$ cat config.mk
export PLATFORM = sky130hd
export DESIGN_NAME = rename_regfile_flat
export DESIGN_NICKNAME = d
export VERILOG_FILES = /design/src/rtl/rename_regfile_if.sv /design/src/rtl/rename_regfile.sv /design/src/flat_wrapper.sv
export SDC_FILE = /design/constraint.sdc
export NUM_CORES = 2
export LEC_CHECK = 0
export CAP_MARGIN = 20
export CORE_AREA = 4 4 329 331
export DETAILED_ROUTE_END_ITERATION = 7
export DIE_AREA = 0 0 333 335
export PLACE_DENSITY = 0.8
export SETUP_SLACK_MARGIN = 0.05
export SYNTH_ARGS = -nofsm -noshare
export SYNTH_HDL_FRONTEND = slang
export SYNTH_SLANG_ARGS = --single-unit
$ cat constraint.sdc
create_clock -name clk_in -period 6.3 [get_ports clk_in]
set_input_delay 1.26 -clock clk_in [delete_from_list [all_inputs] [get_ports clk_in]]
set_output_delay 1.26 -clock clk_in [all_outputs]
set_load 0.01 [all_outputs]
$ cat src/rtl/rename_regfile_if.sv
// Bundles the issue, commit, read and status signals of rename_regfile.
// RENAME_RF_DBG_PORT_EN adds a debug read of committed data.
interface rename_regfile_if #(
   parameter int XLEN  = 32,
   parameter int NREG  = 32,
   parameter int TAG_W = 4
);
   localparam int AW = $clog2(NREG);
   localparam int CW = $clog2(NREG + 1);

   logic             rdy_in;
   logic             flush_in;
   logic             iss_en_in;
   logic [AW-1:0]    iss_rd_in;
   logic [TAG_W-1:0] iss_tag_in;
   logic             cmt_en_in;
   logic [AW-1:0]    cmt_rd_in;
   logic [TAG_W-1:0] cmt_tag_in;
   logic [XLEN-1:0]  cmt_data_in;
   logic [AW-1:0]    rs1_addr_in;
   logic [XLEN-1:0]  rs1_data_out;
   logic             rs1_busy_out;
   logic [TAG_W-1:0] rs1_tag_out;
   logic [AW-1:0]    rs2_addr_in;
   logic [XLEN-1:0]  rs2_data_out;
   logic             rs2_busy_out;
   logic [TAG_W-1:0] rs2_tag_out;
   logic [CW-1:0]    busy_cnt_out;
`ifdef RENAME_RF_DBG_PORT_EN
   logic [AW-1:0]    dbg_addr_in;
   logic [XLEN-1:0]  dbg_data_out;
`endif

   modport master (
      output rdy_in, flush_in, iss_en_in, iss_rd_in, iss_tag_in,
      output cmt_en_in, cmt_rd_in, cmt_tag_in, cmt_data_in,
      output rs1_addr_in, rs2_addr_in,
      input  rs1_data_out, rs1_busy_out, rs1_tag_out,
      input  rs2_data_out, rs2_busy_out, rs2_tag_out,
      input  busy_cnt_out
`ifdef RENAME_RF_DBG_PORT_EN
      , output dbg_addr_in
      , input  dbg_data_out
`endif
   );

   modport slave (
      input  rdy_in, flush_in, iss_en_in, iss_rd_in, iss_tag_in,
      input  cmt_en_in, cmt_rd_in, cmt_tag_in, cmt_data_in,
      input  rs1_addr_in, rs2_addr_in,
      output rs1_data_out, rs1_busy_out, rs1_tag_out,
      output rs2_data_out, rs2_busy_out, rs2_tag_out,
      output busy_cnt_out
`ifdef RENAME_RF_DBG_PORT_EN
      , input  dbg_addr_in
      , output dbg_data_out
`endif
   );
endinterface

$ cat src/rtl/rename_regfile.sv
// Architectural register file with per-register busy/ROB-tag rename state,
// commit bypass on both read ports and flush recovery. Optional: RENAME_RF_DBG_PORT_EN.
module rename_regfile #(
   parameter int XLEN  = 32,
   parameter int NREG  = 32,
   parameter int TAG_W = 4
) (
   input logic             clk_in,
   input logic             rst_in,
   rename_regfile_if.slave rf
);
   localparam int AW = $clog2(NREG);
   localparam int CW = $clog2(NREG + 1);

   logic [XLEN-1:0]  data_q [NREG];
   logic [TAG_W-1:0] tag_q  [NREG];
   logic [NREG-1:0]  busy_q;
   logic [CW-1:0]    busy_cnt_q;

   logic             cmt_wr;
   logic             cmt_match;
   logic             iss_wr;
   logic             cnt_inc;
   logic             cnt_dec;
   logic [CW-1:0]    cnt_next;

   // A commit only retires the rename if it comes from the latest producer.
   always_comb begin
      cmt_wr    = rf.cmt_en_in && (rf.cmt_rd_in != '0);
      cmt_match = cmt_wr && busy_q[rf.cmt_rd_in] && (tag_q[rf.cmt_rd_in] == rf.cmt_tag_in);
      iss_wr    = rf.iss_en_in && (rf.iss_rd_in != '0) && !rf.flush_in;
      cnt_inc   = iss_wr && !busy_q[rf.iss_rd_in];
      cnt_dec   = cmt_match && !(iss_wr && (rf.iss_rd_in == rf.cmt_rd_in));
      if (rf.flush_in)
         cnt_next = '0;
      else
         cnt_next = busy_cnt_q + CW'(cnt_inc) - CW'(cnt_dec);
   end

   always_ff @(posedge clk_in or negedge rst_in) begin
      if (!rst_in) begin
         for (int i = 0; i < NREG; i++) begin
            data_q[i] <= '0;
            tag_q[i]  <= '0;
         end
         busy_q     <= '0;
         busy_cnt_q <= '0;
      end else if (rf.rdy_in) begin
         if (cmt_wr)
            data_q[rf.cmt_rd_in] <= rf.cmt_data_in;
         if (rf.flush_in) begin
            busy_q <= '0;
            for (int i = 0; i < NREG; i++)
               tag_q[i] <= '0;
         end else begin
            if (cmt_match)
               busy_q[rf.cmt_rd_in] <= 1'b0;
            // Placed after the commit clear so a same-register issue wins.
            if (iss_wr) begin
               busy_q[rf.iss_rd_in] <= 1'b1;
               tag_q[rf.iss_rd_in]  <= rf.iss_tag_in;
            end
         end
         busy_cnt_q <= cnt_next;
      end
   end

   logic [AW-1:0]    rd_addr [2];
   logic [XLEN-1:0]  rd_data [2];
   logic             rd_busy [2];
   logic [TAG_W-1:0] rd_tag  [2];

   assign rd_addr[0] = rf.rs1_addr_in;
   assign rd_addr[1] = rf.rs2_addr_in;

   // Reads see pre-issue state; a matching commit in flight is forwarded.
   always_comb begin
      for (int p = 0; p < 2; p++) begin
         rd_data[p] = data_q[rd_addr[p]];
         rd_busy[p] = busy_q[rd_addr[p]];
         rd_tag[p]  = busy_q[rd_addr[p]] ? tag_q[rd_addr[p]] : '0;
         if (rf.rdy_in && rf.cmt_en_in && (rd_addr[p] != '0) && busy_q[rd_addr[p]] &&
             (tag_q[rd_addr[p]] == rf.cmt_tag_in) && (rf.cmt_rd_in == rd_addr[p])) begin
            rd_data[p] = rf.cmt_data_in;
            rd_busy[p] = 1'b0;
            rd_tag[p]  = '0;
         end
      end
   end

   assign rf.rs1_data_out = rd_data[0];
   assign rf.rs1_busy_out = rd_busy[0];
   assign rf.rs1_tag_out  = rd_tag[0];
   assign rf.rs2_data_out = rd_data[1];
   assign rf.rs2_busy_out = rd_busy[1];
   assign rf.rs2_tag_out  = rd_tag[1];
   assign rf.busy_cnt_out = busy_cnt_q;

`ifdef RENAME_RF_DBG_PORT_EN
   assign rf.dbg_data_out = data_q[rf.dbg_addr_in];
`endif
endmodule
$ cat src/flat_wrapper.sv
// flat-port wrapper written by rule: the top's interface ports become plain ports
module rename_regfile_flat 
#(
   parameter int XLEN  = 32,
   parameter int NREG  = 32,
   parameter int TAG_W = 4
)
  (clk_in, rst_in, rf_rdy_in, rf_flush_in, rf_iss_en_in, rf_iss_rd_in, rf_iss_tag_in, rf_cmt_en_in, rf_cmt_rd_in, rf_cmt_tag_in, rf_cmt_data_in, rf_rs1_addr_in, rf_rs2_addr_in, rf_rs1_data_out, rf_rs1_busy_out, rf_rs1_tag_out, rf_rs2_data_out, rf_rs2_busy_out, rf_rs2_tag_out, rf_busy_cnt_out);
  rename_regfile_if #(.XLEN(XLEN), .NREG(NREG), .TAG_W(TAG_W)) rf_i ();
  input logic clk_in;
  input logic rst_in;
  input wire logic [$bits(rf_i.rdy_in)-1:0] rf_rdy_in;
  input wire logic [$bits(rf_i.flush_in)-1:0] rf_flush_in;
  input wire logic [$bits(rf_i.iss_en_in)-1:0] rf_iss_en_in;
  input wire logic [$bits(rf_i.iss_rd_in)-1:0] rf_iss_rd_in;
  input wire logic [$bits(rf_i.iss_tag_in)-1:0] rf_iss_tag_in;
  input wire logic [$bits(rf_i.cmt_en_in)-1:0] rf_cmt_en_in;
  input wire logic [$bits(rf_i.cmt_rd_in)-1:0] rf_cmt_rd_in;
  input wire logic [$bits(rf_i.cmt_tag_in)-1:0] rf_cmt_tag_in;
  input wire logic [$bits(rf_i.cmt_data_in)-1:0] rf_cmt_data_in;
  input wire logic [$bits(rf_i.rs1_addr_in)-1:0] rf_rs1_addr_in;
  input wire logic [$bits(rf_i.rs2_addr_in)-1:0] rf_rs2_addr_in;
  output wire logic [$bits(rf_i.rs1_data_out)-1:0] rf_rs1_data_out;
  output wire logic [$bits(rf_i.rs1_busy_out)-1:0] rf_rs1_busy_out;
  output wire logic [$bits(rf_i.rs1_tag_out)-1:0] rf_rs1_tag_out;
  output wire logic [$bits(rf_i.rs2_data_out)-1:0] rf_rs2_data_out;
  output wire logic [$bits(rf_i.rs2_busy_out)-1:0] rf_rs2_busy_out;
  output wire logic [$bits(rf_i.rs2_tag_out)-1:0] rf_rs2_tag_out;
  output wire logic [$bits(rf_i.busy_cnt_out)-1:0] rf_busy_cnt_out;
  assign rf_i.rdy_in = rf_rdy_in;
  assign rf_i.flush_in = rf_flush_in;
  assign rf_i.iss_en_in = rf_iss_en_in;
  assign rf_i.iss_rd_in = rf_iss_rd_in;
  assign rf_i.iss_tag_in = rf_iss_tag_in;
  assign rf_i.cmt_en_in = rf_cmt_en_in;
  assign rf_i.cmt_rd_in = rf_cmt_rd_in;
  assign rf_i.cmt_tag_in = rf_cmt_tag_in;
  assign rf_i.cmt_data_in = rf_cmt_data_in;
  assign rf_i.rs1_addr_in = rf_rs1_addr_in;
  assign rf_i.rs2_addr_in = rf_rs2_addr_in;
  assign rf_rs1_data_out = rf_i.rs1_data_out;
  assign rf_rs1_busy_out = rf_i.rs1_busy_out;
  assign rf_rs1_tag_out = rf_i.rs1_tag_out;
  assign rf_rs2_data_out = rf_i.rs2_data_out;
  assign rf_rs2_busy_out = rf_i.rs2_busy_out;
  assign rf_rs2_tag_out = rf_i.rs2_tag_out;
  assign rf_busy_cnt_out = rf_i.busy_cnt_out;
  rename_regfile #(.XLEN(XLEN), .NREG(NREG), .TAG_W(TAG_W)) u_core (.clk_in(clk_in), .rst_in(rst_in), .rf(rf_i));
endmodule
==> results.cfg <==
[run_status]
outcome = completed

[logic_synthesis]
syn-mean-instance-area_um2 = 15.2
ys_seq_elements = 1190
synthCells = 4327
yosysUniqueCellTypes = 60
ys.flop_type = dfrtp_1
yosys_warnings = 0
yosysSeqAreaShare_pct = 45.3
async_flop_share_pct = 100
syn_nets = 4400
synth_edf_count = 0
synth_area_um2 = 65800

[floorplanning]
ios = 146
dieArea_um2 = 112000
initial_core_util_pct = 62.6
die_height_um = 335
rows = 119
coreArea_um2 = 105000
die_w_um = 333

[clock_network]
cts_hold_buf = 0
clk_pin_slew_ns = 0.06
cts_buffer_depth = 3
h-tree-depth = 3
clock_latency_ns = 0.74
cts_tree = yes
cts-root-buf = clkbuf_16
clock_sinks = 1190
cts_buffers = 121

[drt]
wl_per_cell_um = 33.0
first_pass_iters = 6
vias = 43000
ant_nets = 0
vias_per_cell = 7.45
drc = 0
drtIter0Drc = 5159
finalWirelength_mm = 190

[critical_path]
cp-end-kind = output port
cp-start-kind = input pin
cp.required_ns = 5.04
critical_path.max_fanout = 25
critPathKind = in -> out
arrival_ns = 4.82

[timing]
tightestPinTransition_ns = 1.22
fmax_mhz = 164
maxSlewViolCount = 0
setup_viol = 0
skew_ns = 0.0242
post-route-min-period_ns = 6.08
finalCritPeriodShare_pct = 96.5
fin_hold_ws_ns = 0.395
fin_setup_tns_ns = 0
slew_headroom_pct = 18.3
rsz0062_at_grt = false
hold_viol_final = 0

[cells_and_area]
layout_commonest_cell = dfrtp_1
layout_common_cells = dfrtp_1, mux2_2, mux4_2
num_antenna_cells = 0
area_growth_pct = 12.0
drive_gt1_share_pct = 50.6
fin_util_pct = 70.1
final_nets = 4346

[grt]
grt_antenna_before_repair = 1
grt_start_max_net_pins = 149
grt_first_pass_wirelength_mm = 289
grtUsageTotal_pct = 34.4
grt_pass1_vias = 44900
grt.overflow.total = 0

[power_and_ir_drop]
power_leakage_nw = 32.0
vdd_drop_max_mv = 0.240
power.density_nw_per_um2 = 284

[place]
place.gp.congestion = 0.940
io_buffers = 145
place_hpwl_mm = 110

[hold_path]
hp-class = reg -> reg

[flow_run]
maxCapViolCount = 0
-- critical path, cell delays in order --
cell and delay, ns:
buf_8 0.28, mux4_2 0.54, mux2_2 0.28, a22oi_1 0.29, a21oi_1 0.12, or3b_1 0.43
nor4_4 0.28, buf_4 0.19, buf_12 0.18, mux2_1 0.36, clkdlybuf4s50_1 0.50
-- cells in the mapped netlist, types with 3 or more instances --
library cell	instances	area [um^2]
o2bb2ai_1	17	149
buf_6	3	33.8
mux2_1	25	282
nand4_1	16	100
buf_4	5	37.5
o22ai_1	8	50.1
a22o_1	104	911
and2_1	10	62.6
nor3_1	10	50.1
buf_2	12	60.1
xor2_1	8	70.1
nand3b_1	6	45.0
o21ai_0	22	110
nor2b_1	8	50.1
nand2_1	283	1060
mux2_2	1040	11700
a2bb2oi_1	14	123
clkinv_1	4	15.0
xnor2_1	19	166
dfrtp_1	1190	29800
nand3_1	26	130
clkbuf_1	374	1400
nor3b_1	7	52.6
nand2b_1	5	31.3
a32o_1	4	40.0
a211oi_1	4	30.0
mux4_2	766	17300
o311ai_0	16	140
inv_1	13	48.8
or3_1	4	25.0
and3b_1	4	35.0
mux2i_1	29	290
nor4_1	3	18.8
ha_1	6	75.1
nor2_1	76	285
buf_1	79	297
a22oi_1	46	345
a21oi_1	32	160
-- power breakdown --
group | total, mW | switching, mW | internal (mW)
clock network | 7.90 | 3.18 | 4.72
logic | 3.77 | 1.56 | 2.21
registers | 9.27 | 0.717 | 8.55
total | 20.9 | 5.45 | 15.5
-- layer usage --
layer | vias to the layer above | track usage [%] | share of wire [%]
li1 | 16800 | - | -
met1 | 23000 | 46.9 | 37
met2 | 2574 | 53.3 | 47
met3 | 628 | 7.80 | 9.7
met4 | 2 | 16.8 | 5.6
met5 | - | 0 | 0.0089
-- path summary, 6_finish.rpt --
check | cells after the start | slack [ns] | end | start
min reg2reg | 0 | 0.39 | u_core.data_q[998] | u_core.data_q[998]
max in group asynchronous | 2 | 4.34 | u_core.data_q[693] | rst_in
min | 0 | 0.39 | u_core.data_q[998] | u_core.data_q[998]
max reg2reg | 16 | 2.12 | u_core.rf.busy_cnt_out[5] | u_core.tag_q[0]
min in group asynchronous | 1 | 0.54 | u_core.tag_q[90] | rst_in
max | 11 | 0.22 | rf_rs1_data_out[16] | rf_rs1_addr_in[0]
-- logic make-up after synthesis --
logic type,after synthesis,share of synthesized area (%)
AO/OA/AOI/OAI,284,3.34
XOR/XNOR,27,0.359
multiplexers,1860,44.9
adder cells (fa/ha/maj),7,0.145
buffers and inverters,491,2.89
flip-flops,1190,45.3
AND/OR/NAND/NOR,468,3.11
-- what timing repair did --
action / 4_1_cts / 5_1_grt
pin swaps: 0 / 1
buffers inserted: 0 / 1
setup endpoints to repair: 11 / 28
resized for setup: 1 / 2
-- layout make-up --
cell class	instances	area, um^2
Sequential cell	1190	29800
Multi-Input combinational cell	2646	34300
Clock buffer	166	3470
Clock inverter	61	920
Inverter	18	72.6
Timing Repair Buffer	296	3330
Tap cell	1391	1740
Fill cell	6790	31500
-- registers in the layout (all words and copies together), names as in the netlist --
register,count
u_core.busy_q,32
u_core.rf.busy_cnt_out,6
u_core.data_q,1024
u_core.tag_q,128
-- per-stage QoR --
step	instance area (um^2)	worst slack, ns	power (mW)	instances
floorplan	65800	0.451	11.8	4327
global placement	69000	0.0585	12.9	5529
detailed placement	69000	0.0215	13.1	5529
CTS	73400	0.0761	21.0	5756
global route	73700	0.138	21.7	5768
finish	73700	0.218	20.9	5768
(Power assumes the default switching activity.)
